==> src/rtl/mc_control32.sv <==
// Multicycle MIPS-style control FSM (IF/ID/EX/MEM/WB) with combinational decode and a bus watchdog.
// Latency: strobes are combinational from the current state and inputs; the state advances on each rising clock edge.
// Backpressure: IF and MEM stall until Mem_ready; after MAX_WAIT idle cycles they raise Bus_err and return to IF.
// Ports: clock, reset (async, active-low); Opcode/Function_opcode/Alu_resultHigh/Zero/Mem_ready in;
//        State, write strobes, bus request levels, decode levels, ALUOp, PCSrc and status pulses out.
module mc_control32 #(
  parameter int unsigned          ADDR_HI_W = 22,
  parameter logic [ADDR_HI_W-1:0] IO_HI     = '1,
  parameter int unsigned          MAX_WAIT  = 15
) (
  input  logic                 clock,
  input  logic                 reset,
  input  logic [5:0]           Opcode,
  input  logic [5:0]           Function_opcode,
  input  logic [ADDR_HI_W-1:0] Alu_resultHigh,
  input  logic                 Zero,
  input  logic                 Mem_ready,
  output logic [2:0]           State,
  output logic                 PCWrite,
  output logic                 IRWrite,
  output logic                 RegWrite,
  output logic                 InstrRead,
  output logic                 MemRead,
  output logic                 MemWrite,
  output logic                 IORead,
  output logic                 IOWrite,
  output logic                 RegDST,
  output logic                 ALUSrc,
  output logic                 MemIOtoReg,
  output logic                 Sftmd,
  output logic                 Jrn,
  output logic                 Jal,
  output logic                 Jmp,
  output logic                 I_format,
  output logic [1:0]           ALUOp,
  output logic [1:0]           PCSrc,
  output logic                 Instr_done,
  output logic                 Bus_err,
  output logic                 Illegal
);

  localparam int CNT_W = (MAX_WAIT < 2) ? 1 : $clog2(MAX_WAIT + 1);

  typedef enum logic [2:0] {
    S_IF  = 3'd0,
    S_ID  = 3'd1,
    S_EX  = 3'd2,
    S_MEM = 3'd3,
    S_WB  = 3'd4
  } state_t;

  state_t           state_q, state_d;
  logic [CNT_W-1:0] wait_q, wait_d;

  // Instruction decode
  logic r_fmt, is_jr, is_lw, is_sw, is_beq, is_bne, is_j, is_jal, legal;
  logic io_sel, timeout, taken;

  assign r_fmt    = (Opcode == 6'b000000);
  assign is_jr    = r_fmt && (Function_opcode == 6'b001000);
  assign I_format = (Opcode[5:3] == 3'b001);
  assign is_lw    = (Opcode == 6'b100011);
  assign is_sw    = (Opcode == 6'b101011);
  assign is_beq   = (Opcode == 6'b000100);
  assign is_bne   = (Opcode == 6'b000101);
  assign is_j     = (Opcode == 6'b000010);
  assign is_jal   = (Opcode == 6'b000011);
  assign legal    = r_fmt | I_format | is_lw | is_sw | is_beq | is_bne | is_j | is_jal;

  assign Sftmd      = r_fmt && (Function_opcode[5:3] == 3'b000);
  assign ALUSrc     = I_format | is_lw | is_sw;
  assign RegDST     = r_fmt;
  assign MemIOtoReg = is_lw;
  assign Jrn        = is_jr;
  assign Jal        = is_jal;
  assign Jmp        = is_j;
  assign ALUOp      = {r_fmt | I_format, is_beq | is_bne};

  assign io_sel  = (Alu_resultHigh == IO_HI);
  assign taken   = (is_beq & Zero) | (is_bne & ~Zero);
  // Mem_ready in the same cycle as the timeout wins, so timeout is qualified with ~Mem_ready.
  assign timeout = (wait_q == CNT_W'(MAX_WAIT)) & ~Mem_ready;

  assign State = state_q;

  always_comb begin
    state_d    = state_q;
    wait_d     = '0;   // any cycle that is not a stall clears the counter
    PCWrite    = 1'b0;
    IRWrite    = 1'b0;
    RegWrite   = 1'b0;
    InstrRead  = 1'b0;
    MemRead    = 1'b0;
    MemWrite   = 1'b0;
    IORead     = 1'b0;
    IOWrite    = 1'b0;
    PCSrc      = 2'd0;
    Instr_done = 1'b0;
    Bus_err    = 1'b0;
    Illegal    = 1'b0;
    // Outputs are gated by reset so every strobe drops the instant reset asserts.
    if (reset) begin
      case (state_q)
        S_IF: begin
          InstrRead = 1'b1;
          if (Mem_ready) begin
            IRWrite = 1'b1;
            PCWrite = 1'b1;
            state_d = S_ID;
          end else if (timeout) begin
            Bus_err = 1'b1;
            state_d = S_IF;
          end else begin
            wait_d = wait_q + CNT_W'(1);
          end
        end
        S_ID: begin
          if (!legal) begin
            Illegal = 1'b1;
            state_d = S_IF;
          end else if (is_j || is_jal) begin
            PCWrite    = 1'b1;
            PCSrc      = 2'd2;
            RegWrite   = is_jal;
            Instr_done = 1'b1;
            state_d    = S_IF;
          end else begin
            state_d = S_EX;
          end
        end
        S_EX: begin
          if (is_beq || is_bne) begin
            PCWrite    = taken;
            PCSrc      = taken ? 2'd1 : 2'd0;
            Instr_done = 1'b1;
            state_d    = S_IF;
          end else if (is_jr) begin
            PCWrite    = 1'b1;
            PCSrc      = 2'd3;
            Instr_done = 1'b1;
            state_d    = S_IF;
          end else if (is_lw || is_sw) begin
            state_d = S_MEM;
          end else begin
            state_d = S_WB;
          end
        end
        S_MEM: begin
          IORead   = is_lw &  io_sel;
          MemRead  = is_lw & ~io_sel;
          IOWrite  = is_sw &  io_sel;
          MemWrite = is_sw & ~io_sel;
          if (Mem_ready) begin
            Instr_done = is_sw;
            state_d    = is_lw ? S_WB : S_IF;
          end else if (timeout) begin
            Bus_err = 1'b1;
            state_d = S_IF;
          end else begin
            wait_d = wait_q + CNT_W'(1);
          end
        end
        S_WB: begin
          RegWrite   = 1'b1;
          Instr_done = 1'b1;
          state_d    = S_IF;
        end
        default: state_d = S_IF;  // unreachable encodings recover silently
      endcase
    end
  end

  always_ff @(posedge clock or negedge reset) begin
    if (!reset) begin
      state_q <= S_IF;
      wait_q  <= '0;
    end else begin
      state_q <= state_d;
      wait_q  <= wait_d;
    end
  end

endmodule
==> config.mk <==
export PLATFORM = sky130hd
export DESIGN_NAME = mc_control32
export DESIGN_NICKNAME = d
export VERILOG_FILES = /design/src/rtl/mc_control32.sv
export SDC_FILE = /design/constraint.sdc
export NUM_CORES = 1
export LEC_CHECK = 0
export CAP_MARGIN = 10
export CELL_PAD_IN_SITES_DETAIL_PLACEMENT = 1
export CELL_PAD_IN_SITES_GLOBAL_PLACEMENT = 1
export CORE_MARGIN = 8
export CORE_UTILIZATION = 19
export CTS_CLUSTER_SIZE = 30
export DETAILED_ROUTE_END_ITERATION = 16
export PLACE_DENSITY = 0.84
export SLEW_MARGIN = 20
export SYNTH_ARGS = -nofsm -noshare
export SYNTH_HDL_FRONTEND = slang
export SYNTH_SLANG_ARGS = --single-unit
==> constraint.sdc <==
create_clock -name clock -period 2 [get_ports clock]
set_clock_uncertainty 0.1 [all_clocks]
set_input_delay 0.4 -clock clock [delete_from_list [all_inputs] [get_ports clock]]
set_output_delay 0.4 -clock clock [all_outputs]
set_load 0.02 [all_outputs]
==> results of run 1 <==
cells by family after synthesis:
| logic type | after synthesis | synth area share |
|---|---|---|
| AND/OR/NAND/NOR | 65 | 0.4650 |
| buffers and inverters | 14 | 0.07927 |
| adder cells (fa/ha/maj) | 1 | 0.01524 |
| AO/OA/AOI/OAI | 19 | 0.1738 |
| XOR/XNOR | 5 | 0.05336 |
| flip-flops | 7 | 0.2134 |
report_power, final:
group	switching, W	internal (W)	total (W)
logic	0.000241	0.000265	0.000506
clock network	0.0000777	0.000139	0.000217
registers	0.0000194	0.000156	0.000176
total	0.000339	0.000561	0.000899
final timing paths:
kind / cells past startpoint / slack [ns] / startpoint / to
min reg2reg: 1 / 0.40 / wait_q[0] / wait_q[0]
min in group clock: 1 / 0.40 / wait_q[0] / wait_q[0]
max in group asynchronous: 3 / 1.43 / reset / wait_q[1]
max: 6 / -0.45 / Opcode[0] / PCWrite
max reg2reg: 7 / 0.07 / State[0] / State[1]
min: 2 / 0.14 / reset / State[2]
critical path, cell delays in order:
cell,delay [ns]
buf_6,0.09
or4_4,0.54
nor3_4,0.31
a32oi_4,0.18
a221oi_4,0.27
buf_6,0.15
per-stage QoR:
step	cells	total power (W)	setup slack (ns)	utilization	setup TNS, ns
2_1_floorplan	111	0.0003486	-0.3717	-	-2.456
3_3_place_gp	261	0.0005934	-1.229	0.4325	-21.96
3_5_place_dp	261	0.0006089	-1.260	0.4325	-22.73
4_1_cts	270	0.0008496	-0.4017	0.4736	-2.410
5_1_grt	276	0.0009449	-0.4963	0.5000	-3.575
6_report	276	0.0008992	-0.4482	0.5000	-2.689
synth_stat cells, drive strengths merged:
cell type / count
nor2: 12
clkbuf: 4
a221oi: 1
nor4: 2
or3b: 2
inv: 7
a22oi: 1
o41ai: 2
nand2b: 3
o21ai: 4
o21bai: 1
a21oi: 3
buf: 3
and4: 1
ha: 1
o221ai: 1
and3: 3
nand2: 5
or4b: 1
nor3: 10
or3: 2
or4: 4
xnor2: 2
a31oi: 1
and2: 3
dfrtp: 7
nor2b: 5
o22ai: 1
nand4: 6
o32ai: 1
xor2: 3
nand3: 5
or2: 1
a211oi: 1
a32oi: 2
routing by layer:
metal	part of all wire	wire length, µm	vias to the layer above	track usage
li1	-	-	636	-
met5	0	0	-	0
met3	0.088	430	10	0.04158
met4	0.013	63	0	0.01930
met1	0.38	1849	655	0.1537
met2	0.52	2534	63	0.2534
area by class of cell:
class                      instances  area (µm²)
fill                             499        2132
timing repair buffer             116        1013
multi-input combinational         90       802.0
sequential                         7       177.7
tap                               52       65.06
clock buffer                       4       45.04
inverter                           7       28.78
timing repair:
| item | 4_1_cts | 5_1_grt |
|---|---|---|
| setup buffers | 6 | 7 |
| pin swaps | 20 | 9 |
| resized for setup | 218 | 26 |
| setup endpoints to repair | 25 | 23 |
sequential cells by signal (all words and copies together) (netlist names):
name	flops
State	3
wait_q	4
==> flow_summary_export.csv, run 1 <==
group,metric,value,unit
layout,diodes,0,
floorplanning,core_area,4264,µm²
layout,final_cell_mix,"48 x buf_4, 28 x buf_6, 18 x dlygate4sd2_1, 10 x clkdlybuf4s50_1, 10 x buf_2",
route,antenna_left,0,
critical_path,crit_fanout,4,
logic_synthesis,seq_area_frac_synth,0.2134,
floorplanning,io_pins,64,
status,outcome,"finished with violations",
clock_tree,htreeDepth,1,
placement,hpwl,3.510,mm
sta,holdWs,0.1377,ns
logic_synthesis,netlist_area,820.8,µm²
sta,slew_violations,0,
sta,hold_viol,0,
placement,gp_congestion,0.8451,
layout,final_common_cell,"buf_4",
critical_path,setup.worst_path.end_class,"output port",
clock_tree,cts_sinks,7,
grt,grt_usage,0.1373,
min_path,hold_path_class,"in -> async",
power_and_ir_drop,p_per_area,421.8,nW/µm²
critical_path,required,1.50,ns
clock_tree,hold_buffers,0,
critical_path,criticalPathCategory,"in -> out",
sta,period_needed,2.448,ns
critical_path,crit_arrival,1.95,ns
power_and_ir_drop,cellLeakagePower,0.9827,nW
route,route.detailed.drc,0,
logic_synthesis,synthCells,111,
logic_synthesis,yosys_warnings,0,
route,drt_iter0_drc,72,
sta,rsz0062_at_grt,"yes",
placement,io_buffers,63,
layout,syn2layout_area_growth,159.8,%
route,drt-total-wl,4.878,mm
clock_tree,clockRootBuffer,"clkbuf_8",
floorplanning,initial_core_util,0.1925,
sta,worst_pin_slew,0.5065,ns
status,violations,"negative setup slack",
logic_synthesis,synth_cell_types,41,
logic_synthesis,yosys-top-cells-area,"dfrtp_1 21%, nor3_1 5.5%, nor2_1 5.5%, nand4_1 4.6%, nor2b_1 3.8%",
run,cap_violations,0,
clock_tree,numCtsBuffers,3,
clock_tree,clock_latency,0.23,ns
layout,final_nets,264,
clock_tree,clk_pin_slew,0.05,ns
route,vias,1364,
route,avgRoutedWirePerCell,17.67,µm
grt,grt_pass1_vias,1507,
layout,drive_gt1_frac,0.5893,
floorplanning,die_area,6679,µm²
logic_synthesis,ys_ff_latch,7,
logic_synthesis,syn_avg_cell_area,7.394,µm²
route,viasPerCell,4.942,
sta,finalWorstSetupSlack,-0.4482,ns
layout,stdcell_area,2132,µm²
grt,antenna_found_initial,0,
clock_tree,clk_path_buf_depth,2,
sta,fmax,408.5,MHz
sta,slew_headroom,0.6597,
grt,grt_pass1_wl,7.431,mm
logic_synthesis,synth_top_area_share,0.2134,
sta,setup_viol_count_final,17,
route,first_pass_iters,4,
sta,fin_crit_sh,1.224,
power_and_ir_drop,ir_drop,0.2242,mV
critical_path,critPathLaunchType,"input port",
clock_tree,cts_tree,"yes",
floorplanning,rows,24,
floorplanning,die_h,81.73,µm
logic_synthesis,synth_top_area_cell,"dfrtp_1",
grt,grt_remaining_overflow,0,
logic_synthesis,syn_nets,150,
floorplanning,dieWidth,81.73,µm
grt,grt_start_max_net_pins,10,
placement,dpl-instance-area,1844,µm²
(Power assumes the default switching activity.)
==> inputs of run 2 (changes only) <==
--- a/config.mk
+++ b/config.mk
@@ -13,7 +13,6 @@
 export CTS_CLUSTER_SIZE = 30
 export DETAILED_ROUTE_END_ITERATION = 16
 export PLACE_DENSITY = 0.84
-export SLEW_MARGIN = 20
 export SYNTH_ARGS = -nofsm -noshare
 export SYNTH_HDL_FRONTEND = slang
 export SYNTH_SLANG_ARGS = --single-unit
==> results of run 2 <==
Final layout, timing and power as in run 1 (identical DEF).
